File: src/rtl/instr_sequencer_pkg.sv
`default_nettype none
// instr_sequencer_pkg: opcodes, FSM states, LU op codes and instruction field positions.
// Revision 1.0 - initial release.
package instr_sequencer_pkg;

    localparam logic [3:0] OP_NOOP    = 4'h0;
    localparam logic [3:0] OP_LU_LAST = 4'h7;
    localparam logic [3:0] OP_ARITH_A = 4'h8;
    localparam logic [3:0] OP_ARITH_B = 4'h9;
    localparam logic [3:0] OP_LDI     = 4'hA;
    localparam logic [3:0] OP_JMP     = 4'hB;
    localparam logic [3:0] OP_JZ      = 4'hC;
    localparam logic [3:0] OP_ST      = 4'hD;
    localparam logic [3:0] OP_RSVD    = 4'hE;
    localparam logic [3:0] OP_HALT    = 4'hF;

    localparam logic [2:0] LUOP_NONE    = 3'b000;
    localparam logic [2:0] LUOP_ARITH_A = 3'b001;
    localparam logic [2:0] LUOP_ARITH_B = 3'b010;

    localparam int OPC_MSB  = 7;
    localparam int OPC_LSB  = 4;
    localparam int OPND_MSB = 3;
    localparam int OPND_LSB = 0;

    typedef enum logic [2:0] {
        S_IDLE   = 3'd0,
        S_FETCH  = 3'd1,
        S_DECODE = 3'd2,
        S_EXEC   = 3'd3,
        S_HALT   = 3'd4
    } state_t;

endpackage
`default_nettype wire

File: src/rtl/instr_sequencer_decode.sv
`default_nettype none
// instr_decode: combinational opcode classification for the sequencer.
// Revision 1.0 - initial release.
module instr_decode
    import instr_sequencer_pkg::*;
(
    input  logic [3:0] opcode,
    output logic [2:0] luop,
    output logic       arith,
    output logic       lu_en,
    output logic       acc_we_en,
    output logic       acc_src,
    output logic       st_en,
    output logic       jmp,
    output logic       jz,
    output logic       halt
);

    always_comb begin
        luop      = LUOP_NONE;
        arith     = 1'b0;
        lu_en     = 1'b0;
        acc_we_en = 1'b0;
        acc_src   = 1'b0;
        st_en     = 1'b0;
        jmp       = 1'b0;
        jz        = 1'b0;
        halt      = 1'b0;
        case (opcode)
            OP_ARITH_A: begin
                luop      = LUOP_ARITH_A;
                arith     = 1'b1;
                lu_en     = 1'b1;
                acc_we_en = 1'b1;
            end
            OP_ARITH_B: begin
                luop      = LUOP_ARITH_B;
                arith     = 1'b1;
                lu_en     = 1'b1;
                acc_we_en = 1'b1;
            end
            OP_LDI: begin
                acc_we_en = 1'b1;
                acc_src   = 1'b1;
            end
            OP_JMP:  jmp   = 1'b1;
            OP_JZ:   jz    = 1'b1;
            OP_ST:   st_en = 1'b1;
            OP_HALT: halt  = 1'b1;
            default: begin
                // Remaining codes are NOOP, reserved, or the plain LU range 1..7
                if (opcode != OP_NOOP && opcode <= OP_LU_LAST) begin
                    luop      = opcode[2:0];
                    lu_en     = 1'b1;
                    acc_we_en = 1'b1;
                end
            end
        endcase
    end

endmodule
`default_nettype wire

File: src/rtl/instr_sequencer.sv
`default_nettype none
// instr_sequencer: fetch/decode/execute controller driving the LU and accumulator strobes.
// Revision 1.0 - initial release.
module instr_sequencer
    import instr_sequencer_pkg::*;
#(
    parameter int          PC_W     = 8,
    parameter int unsigned RESET_PC = 0
) (
    input  logic            clk,
    input  logic            rst_n,
    input  logic            run,
    output logic            mem_req,
    output logic [PC_W-1:0] mem_addr,
    input  logic            mem_ack,
    input  logic [7:0]      mem_rdata,
    input  logic            zero_flag,
    output logic [2:0]      LUOP,
    output logic            arith,
    output logic            lu_go,
    output logic            acc_we,
    output logic            acc_src,
    output logic [3:0]      imm,
    output logic            st_we,
    output logic [PC_W-1:0] pc,
    output logic            halted
);

    state_t     state;
    state_t     state_next;
    logic [7:0] ir;

    logic [2:0] dec_luop;
    logic       dec_arith;
    logic       dec_lu_en;
    logic       dec_acc_we;
    logic       dec_acc_src;
    logic       dec_st_en;
    logic       dec_jmp;
    logic       dec_jz;
    logic       dec_halt;

    instr_decode u_decode (
        .opcode    (ir[OPC_MSB:OPC_LSB]),
        .luop      (dec_luop),
        .arith     (dec_arith),
        .lu_en     (dec_lu_en),
        .acc_we_en (dec_acc_we),
        .acc_src   (dec_acc_src),
        .st_en     (dec_st_en),
        .jmp       (dec_jmp),
        .jz        (dec_jz),
        .halt      (dec_halt)
    );

    always_comb begin
        state_next = state;
        case (state)
            S_IDLE:   if (run) state_next = S_FETCH;
            S_FETCH:  if (mem_ack) state_next = S_DECODE;
            S_DECODE: state_next = S_EXEC;
            S_EXEC: begin
                if (dec_halt)  state_next = S_HALT;
                else if (run)  state_next = S_FETCH;
                else           state_next = S_IDLE;
            end
            S_HALT:   state_next = S_HALT;
            default:  state_next = S_IDLE;
        endcase
    end

    always_ff @(posedge clk) begin
        if (!rst_n) begin
            state   <= S_IDLE;
            pc      <= PC_W'(RESET_PC);
            ir      <= 8'h00;
            LUOP    <= LUOP_NONE;
            arith   <= 1'b0;
            imm     <= 4'h0;
            acc_src <= 1'b0;
            lu_go   <= 1'b0;
            acc_we  <= 1'b0;
            st_we   <= 1'b0;
        end else begin
            state  <= state_next;
            lu_go  <= 1'b0;
            acc_we <= 1'b0;
            st_we  <= 1'b0;
            case (state)
                S_FETCH: begin
                    if (mem_ack) begin
                        ir <= mem_rdata;
                        pc <= pc + PC_W'(1);
                    end
                end
                S_DECODE: begin
                    // Strobes are registered here so they are high for exactly the EXEC cycle
                    imm     <= ir[OPND_MSB:OPND_LSB];
                    acc_src <= dec_acc_src;
                    lu_go   <= dec_lu_en;
                    acc_we  <= dec_acc_we;
                    st_we   <= dec_st_en;
                    if (dec_lu_en) begin
                        LUOP  <= dec_luop;
                        arith <= dec_arith;
                    end
                end
                S_EXEC: begin
                    if (dec_jmp || (dec_jz && zero_flag))
                        pc <= PC_W'(imm);
                end
                default: ;
            endcase
        end
    end

    assign mem_req  = (state == S_FETCH);
    assign mem_addr = pc;
    assign halted   = (state == S_HALT);

endmodule
`default_nettype wire

File: config.mk
export PLATFORM = sky130hd
export DESIGN_NAME = instr_sequencer
export DESIGN_NICKNAME = d
export VERILOG_FILES = /design/src/rtl/instr_sequencer_pkg.sv /design/src/rtl/instr_sequencer_decode.sv /design/src/rtl/instr_sequencer.sv
export SDC_FILE = /design/constraint.sdc
export NUM_CORES = 1
export LEC_CHECK = 0
export ABC_AREA = 1
export BUFFER_PORTS_ARGS = -buffer_cell sky130_fd_sc_hd__clkbuf_2
export CORE_UTILIZATION = 50
export CTS_BUF_LIST = sky130_fd_sc_hd__clkbuf_16
export CTS_CLUSTER_DIAMETER = 200
export DETAILED_ROUTE_END_ITERATION = 8
export PLACE_DENSITY = 0.76
export SYNTH_ARGS = -nofsm -noshare
export SYNTH_HDL_FRONTEND = slang
export SYNTH_SLANG_ARGS = --single-unit
File: constraint.sdc
create_clock -name clk -period 1.59 [get_ports clk]
set_clock_uncertainty 0.1 [all_clocks]
set_input_delay 0.318 -clock clk [delete_from_list [all_inputs] [get_ports clk]]
set_output_delay 0.318 -clock clk [all_outputs]
set_load 0.01 [all_outputs]
==> results of run 1 <==
-- state kept, by name, indices dropped and copies added (netlist names) --
register,cells
lu_go,1
st_we,1
imm,4
acc_src,1
state,3
LUOP,3
arith,1
ir,8
acc_we,1
mem_addr,8
-- final timing paths --
path / from / to / slack, ns / depth (start not counted)
setup / recovery: state[0] / halted / 0.10 / 4
hold / removal: mem_rdata[1] / ir[1] / 0.20 / 3
setup reg to reg: ir[5] / LUOP[2] / 0.15 / 7
hold reg to reg: imm[2] / imm[2] / 0.37 / 2
-- cells by family after synthesis --
logic type               Yosys count
AO/OA/AOI/OAI                     45
adder cells (fa/ha/maj)            1
buffers and inverters             37
flip-flops                        31
AND/OR/NAND/NOR                   98
-- worst max-delay path, cell delays in order (launching register included) --
cell and delay, ns:
dfxtp_1 0.34, inv_1 0.10, nand2_1 0.07, nor2_1 0.13
clkbuf_2 0.15
-- metal layers --
layer / share of wire / vias up
met2: 0.45 / 36
met1: 0.48 / 601
met4: 0.020 / 0
met3: 0.045 / 8
met5: 0 / -
li1: - / 750
-- power groups by stage --
| stage | Combinational [mW] | Clock, mW | Sequential (mW) |
|---|---|---|---|
| after floorplan | 0.208 | 0 | 0.897 |
| after global placement | 0.295 | 0 | 0.891 |
| after detailed placement | 0.298 | 0 | 0.892 |
| after CTS | 0.301 | 0.882 | 0.878 |
| after global routing | 0.346 | 0.926 | 0.886 |
| final | 0.301 | 0.872 | 0.878 |
-- cell type report --
| class | instances | share of cell area |
|---|---|---|
| clock buffer | 5 | 0.0696 |
| timing repair buffer | 43 | 0.121 |
| sequential | 31 | 0.345 |
| tap | 31 | 0.0216 |
| clock inverter | 2 | 0.00487 |
| multi-input combinational | 144 | 0.383 |
| inverter | 26 | 0.0543 |
-- repair_timing --
item / CTS / global route
resized for setup: 0 / 1
hold endpoints to repair: 0 / 0
setup endpoints to repair: 0 / 1
-- cells in the final DEF, fill, tap and decap left out --
cell       instances
clkinv_2           1
a21oi_1           17
or2_2              1
nor2_1            40
o21ai_1            1
nand2_4            3
nand2_2            3
clkbuf_16          5
inv_2              6
nand4_1            1
inv_1             20
o21ai_0           24
nand3_1           11
dfxtp_1           31
nand2_1           33
o211ai_1           2
nor3_1             1
nor2_2             2
clkbuf_2          42
nand3_2            1
buf_4              1
clkinv_1           1
ha_1               1
a211oi_1           1
nor2_4             2
-- through the flow --
step	area, um^2	utilization	hold WS [ns]	cells	total power [mW]
5_1_grt	1800	0.646	0.223	282	2.16
4_1_cts	1800	0.646	0.197	282	2.06
6_report	1800	0.646	0.195	282	2.05
2_1_floorplan	1480	-	0.350	212	1.10
3_3_place_gp	1660	0.597	0.357	275	1.19
3_5_place_dp	1660	0.597	0.362	275	1.19
==> flow_summary.ini, run 1 <==
[outcome]
status = finished clean

[synth]
synth_compound_area_frac = 0.157
ys_top_cells_by_area = dfxtp_1, nor2_1, nand2_1
synth_most_common_cell = nor2_1
avgSynthCellArea_um2 = 6.97
yosys-top-cells-count = nor2_1, nand2_1, dfxtp_1, o21ai_0, inv_1
muxShareOfSynthArea = 0
syn_inst = 212
synthSimpleGateAreaFrac = 0.299
synthXorXnorAreaFrac = 0
synthArstFlopShare = 0
synth_seq_cells = 31
synthesis.area_mm2 = 0.00148
synth-edff-count = 0
ys_types = 23
synth_nets = 226
synth_top_flop_cell = dfxtp_1
seq_area_frac_synth = 0.420
synth_top_cell_area_share = 0.420
yosys_warnings = 0
yosys.area.top_type = dfxtp_1
synth_top_family_by_area = simple AND/OR/NAND/NOR gates
synth_adder_area_share = 0.00847

[pwr]
pwr-share-seq = 0.428
switching_share = 0.268
p_int_mw = 1.50
switchingPower_mw = 0.551
p_leak_nw = 0.867
combPwrFrac = 0.147
p_per_area_mw_per_mm2 = 1140
clockPowerShare = 0.425
ir_drop_mv = 1.15

[cells_and_area]
area_delta_synth_final_pct = 21.7
diodes = 0
fillCellCount = 262
seq_area_um2 = 621
nets = 265
multi_input_area_um2 = 689
drive_gt1_frac = 0.267

[floorplan]
start_util = 0.531
core_mm2 = 0.00278
rows = 19
die_area_mm2 = 0.00318
die_h_um = 56.4
io_pins = 43
die_w_um = 56.4

[cts]
ctsHoldBuffers = 0
cts_tree = done
cts-buffers-inserted = 5
clkTransAtPathRegs_ns = 0.05
postCtsSetupRepairBufs = 0
clk-insertion-delay-late_ns = 0.27
cts_root_buffer = clkbuf_16
htreeDepth = 2
clk_path_buf_depth = 2
cts_sinks = 31

[global_route]
grt_overflow = 0
use_met1 = 0.254
grt_max_degree = 17
grt_usage = 0.211
grt_pass1_wl_um = 5100
grt-busiest-layer = met2
antenna_found_initial = 0
use_met3 = 0.0714
grt_pass1_vias = 1189
gr-usage-met2 = 0.338

[place]
place_congestion = 0.871
numPortBuffers = 42
pre_cts_ws_ns = 0.171
dp_hpwl_um = 2230

[timing]
fin_ws_ns = 0.102
hold_violations = 0
fmax_mhz = 672
rsz0062_at_grt = no
slew_violations = 0
fin_setup_tns_ns = 0
tightest_slew_ns = 0.265
fin_crit_ns = 1.49
setup_violations = 0
slew_headroom = 0.822
finalCritPeriodShare = 0.936

[route]
wl_per_cell_um = 10.6
vias_per_cell = 4.95
routed_wl_um = 3000
antenna_left = 0
initialDrtViolationCount = 24
drc = 0
vias = 1395
first_pass_iters = 4

[critical_path]
required_ns = 1.17
worstSetupEndpointType = output port
critPathMaxFanout = 3
crit_type = reg -> out
cp.arrival_ns = 1.07
worst_setup_path_start_kind = flip-flop

[job]
drv_cap = 0

[min_path]
hp-class = in -> reg
Power figures use the tool's default switching activity.
==> inputs of run 2 (changes only) <==
Settings changed: BUFFER_PORTS_ARGS -buffer_cell sky130_fd_sc_hd__clkbuf_2 to -buffer_cell sky130_fd_sc_hd__buf_2.
==> run 2 against run 1 <==
  * Die area unchanged
  * Sequential share of layout area is 0.71 points lower
  * First-iteration DRC count is 50% higher
  * Utilization grew 1.6 points
  * Register-to-register slack about the same
  * Total power is 8.9% higher
  * Clock power up 20%
  * Wire length up 6.9%
  * Combinational power about the same
  * Maximum frequency down 3.3%
  * Design area grew 2.5%
  * Critical path type unchanged
  * Largest power group is now clock
==> flow_summary.ini, run 2 (same netlist as run 1, synthesis figures left out) <==
[place]
numPortBuffers = 42
place_congestion = 0.870
dp_cells = 275
pre_cts_ws_ns = 0.139
dpl_cell_area_mm2 = 0.00166
dp_hpwl_um = 2230

[outcome]
status = finished clean

[global_route]
grt_overflow = 0
antenna_found_initial = 0
grt_max_degree = 17
grt_usage = 0.225
grt_pass1_vias = 1318
grt_pass1_wl_um = 5540

[cts]
clkTransAtPathRegs_ns = 0.05
cts_root_buffer = clkbuf_16
clk_path_buf_depth = 2
cts_sinks = 31
cts_tree = done
htreeDepth = 2
clk-insertion-delay-late_ns = 0.27
cts-buffers-inserted = 5

[floorplan]
io_pins = 43
rows = 19
start_util = 0.531
core_mm2 = 0.00278
die_w_um = 56.4
die_area_mm2 = 0.00318
die_h_um = 56.4

[critical_path]
worst_setup_path_start_kind = flip-flop
critPathMaxFanout = 3
slowest_delay_ns = 0.45
cp.arrival_ns = 1.12
required_ns = 1.17
cp_slowest_cell = dfxtp_1
path_cells = inv_2, nor2_1, buf_2
worstSetupEndpointType = output port
crit_type = reg -> out

[route]
wl_per_cell_um = 11.3
antenna_left = 0
initialDrtViolationCount = 36
vias = 1426
first_pass_iters = 4
routed_wl_um = 3210
vias_per_cell = 5.02
drc = 0

[cells_and_area]
area_delta_synth_final_pct = 24.7
final_cell_area_mm2 = 0.00184
final_common_cell = buf_2
nets = 266
diodes = 0
layout_common_cells = buf_2, nor2_1, nand2_1, dfxtp_1, o21ai_0
drive_gt1_frac = 0.281
final_cell_count_no_fill = 284
fillCellCount = 253

[pwr]
p_leak_nw = 0.912
power.total_mw = 2.23
ir_drop_mv = 1.21
p_per_area_mw_per_mm2 = 1210

[timing]
fin_ws_ns = 0.0504
fmax_mhz = 650
fin_crit_ns = 1.54
tightest_slew_ns = 0.295
finalCritPeriodShare = 0.968
fin_setup_tns_ns = 0
slew_headroom = 0.803
slew_violations = 0
rsz0062_at_grt = no
hold_violations = 0
setup_violations = 0

[job]
drv_cap = 0

[min_path]
hp-class = in -> reg
run 2: area by class of cell:
type	instances	area (um^2)	share of cell area
inverters	26	97.6	0.0530
clock inverters	3	38.8	0.0210
clock buffers	5	125	0.0679
well taps	31	38.8	0.0210
flip-flops and latches	31	623	0.338
multi-input cells	144	694	0.377
repair buffers	44	225	0.122
run 2: timing repair:
item	in CTS	in global routing
setup endpoints to repair	0	4
resized for setup	0	5
endpoints found under the hold margin	0	0
setup buffers	0	1
hold buffers	0	0
run 2: worst paths after layout:
check / from / to / slack [ns] / cells past startpoint
worst max-delay path: state[2] / halted / 0.05 / 3
worst min-delay path: mem_rdata[3] / ir[3] / 0.20 / 3
worst max register to register: state[2] / mem_addr[1] / 0.15 / 7
worst min register to register: imm[1] / imm[1] / 0.37 / 2
run 2: per-layer routing:
layer	GRT usage	share of wire	vias up
met5	0	0	-
met4	0.105	0.014	0
met3	0.0622	0.049	6
met2	0.371	0.48	38
met1	0.273	0.46	630
li1	-	-	752
run 2: critical path, delay by kind of cell (launching register included):
kind | cells | cell delay [ns]
flip-flops | 1 | 0.45
buffers and inverters | 2 | 0.23
AND/OR/NAND/NOR | 1 | 0.15
run 2: stage by stage:
step                 util  hold slack [ns]
floorplan               -            0.350
global route        0.663            0.219
detailed placement  0.597            0.359
CTS                 0.656            0.196
global placement    0.597            0.357
finish              0.663            0.196
run 2: report_power, final:
group	switching, mW	leakage, nW	internal [mW]	total, mW
clock network	0.324	0.0812	0.729	1.05
logic	0.193	0.578	0.112	0.304
registers	0.0461	0.253	0.832	0.878
total	0.562	0.912	1.67	2.23
==> inputs of run 3 (changes only) <==
Clock period 1.59 ns to 1.5 ns, I/O delays scaled along.
==> run 3 against run 2 <==
  * Sequential power increased by 5.8%
  * Clock-buffer cell count unchanged
  * Die area unchanged
  * Setup slack improved by 0.025 ns
  * Clock power decreased by 13%
  * Critical path depth increased by 1
  * Global-route usage decreased by 1.4 points
  * Sequential cell count unchanged
  * First-iteration DRC count increased by 33%
  * Sequential share of layout area increased by 0.46 points
  * Critical endpoint is now mem_req
==> flow_summary.ini, run 3 (same netlist as run 1, synthesis figures left out) <==
[cells_and_area]
final_common_cell = buf_2
nets = 266
drive_gt1_frac = 0.292
diodes = 0
fillCellCount = 259
final_cell_count_no_fill = 284
final_cell_area_mm2 = 0.00183
area_delta_synth_final_pct = 24.0
layout_common_cells = buf_2, nor2_1, nand2_1, dfxtp_1, o21ai_0

[global_route]
gr-usage-met2 = 0.344
grt_pass1_wl_um = 5180
grt_pass1_vias = 1264
use_met3 = 0.0553
grt_max_degree = 24
antenna_found_initial = 0
grt_usage = 0.212
grt_overflow = 0
grt-busiest-layer = met2
use_met1 = 0.258

[floorplan]
die_h_um = 56.4
die_w_um = 56.4
rows = 19
core_mm2 = 0.00278
io_pins = 43
die_area_mm2 = 0.00318
start_util = 0.531

[place]
pre_cts_ws_ns = 0.0417
dp_hpwl_um = 2190
dpl_cell_area_mm2 = 0.00167
numPortBuffers = 42
place_congestion = 0.886
dp_cells = 276

[pwr]
switching_share = 0.264
combPwrFrac = 0.150
switchingPower_mw = 0.572
ir_drop_mv = 1.27
p_per_area_mw_per_mm2 = 1180
power.total_mw = 2.17
p_int_mw = 1.60
pwr-share-seq = 0.428
p_leak_nw = 0.899
clockPowerShare = 0.422

[route]
first_pass_iters = 4
vias_per_cell = 5.07
drc = 0
initialDrtViolationCount = 48
wl_per_cell_um = 10.7
routed_wl_um = 3040
antenna_left = 0
vias = 1439

[timing]
fin_ws_ns = 0.0750
slew_headroom = 0.772
fmax_mhz = 702
finalCritPeriodShare = 0.950
fin_setup_tns_ns = 0
fin_crit_ns = 1.42
setup_violations = 0
hold_violations = 0
rsz0062_at_grt = no
tightest_slew_ns = 0.342
slew_violations = 0

[min_path]
hp-class = in -> reg

[cts]
ctsHoldBuffers = 0
cts_root_buffer = clkbuf_16
cts_sinks = 31
clk-insertion-delay-late_ns = 0.27
clk_path_buf_depth = 2
htreeDepth = 2
cts_tree = done
cts-buffers-inserted = 5
clkTransAtPathRegs_ns = 0.05

[critical_path]
cp_slowest_cell = dfxtp_1
path_cells = inv_2, nand2_2, nor2_4, buf_2
required_ns = 1.10
cp.arrival_ns = 1.02
crit_type = reg -> out
worst_setup_path_start_kind = flip-flop
slowest_delay_ns = 0.34
critPathMaxFanout = 4
worstSetupEndpointType = output port

[job]
drv_cap = 0

[outcome]
status = finished clean
-- run 3: changes by cell type in the layout (fill, tap and decap cells not counted), sizes merged --
cell    previous run  this run
bufinv             1         0
inv               26        27
-- run 3: critical path, delay by kind of cell, from the launching register on --
| kind | cells | cell delay [ns] |
|---|---|---|
| flip-flops | 1 | 0.34 |
| buffers and inverters | 2 | 0.22 |
| AND/OR/NAND/NOR | 2 | 0.19 |
-- run 3: layout make-up --
class | count | area [um^2] | area share
flip-flops and latches | 31 | 628 | 0.343
multi-input cells | 144 | 707 | 0.386
well taps | 31 | 38.8 | 0.0212
clock inverters | 3 | 11.3 | 0.00614
inverters | 26 | 97.6 | 0.0532
repair buffers | 44 | 225 | 0.123
clock buffers | 5 | 125 | 0.0683
-- run 3: layer usage --
metal | part of all wire | vias to the layer above
met2 | 0.48 | 36
met4 | 0.018 | 0
met1 | 0.46 | 648
met5 | 0 | -
met3 | 0.035 | 7
li1 | - | 748
-- run 3: path summary, 6_finish.rpt --
| kind | startpoint | cells after the start | to | slack [ns] |
|---|---|---|---|---|
| min reg2reg | arith | 2 | arith | 0.37 |
| max reg2reg | ir[5] | 7 | LUOP[2] | 0.13 |
| min | mem_rdata[3] | 3 | ir[3] | 0.18 |
| max | state[1] | 4 | mem_req | 0.08 |
-- run 3: power by group through the flow --
stage	clock, mW	sequential (mW)	combinational, mW
after global placement	0	0.941	0.318
after CTS	0.927	0.927	0.323
final	0.915	0.929	0.325
after floorplan	0	0.951	0.220
after global routing	0.975	0.936	0.373
after detailed placement	0	0.943	0.319
-- run 3: stage by stage --
stage	utilization	hold WS, ns
after floorplan	-	0.350
after detailed placement	0.600	0.361
after CTS	0.649	0.178
final	0.659	0.181
after global placement	0.600	0.358
after global routing	0.659	0.201
-- run 3: what timing repair did --
item                                    CTS  global route
endpoints found under the setup margin    0             9
buffers inserted                          0             0
gates resized for setup                   0            11
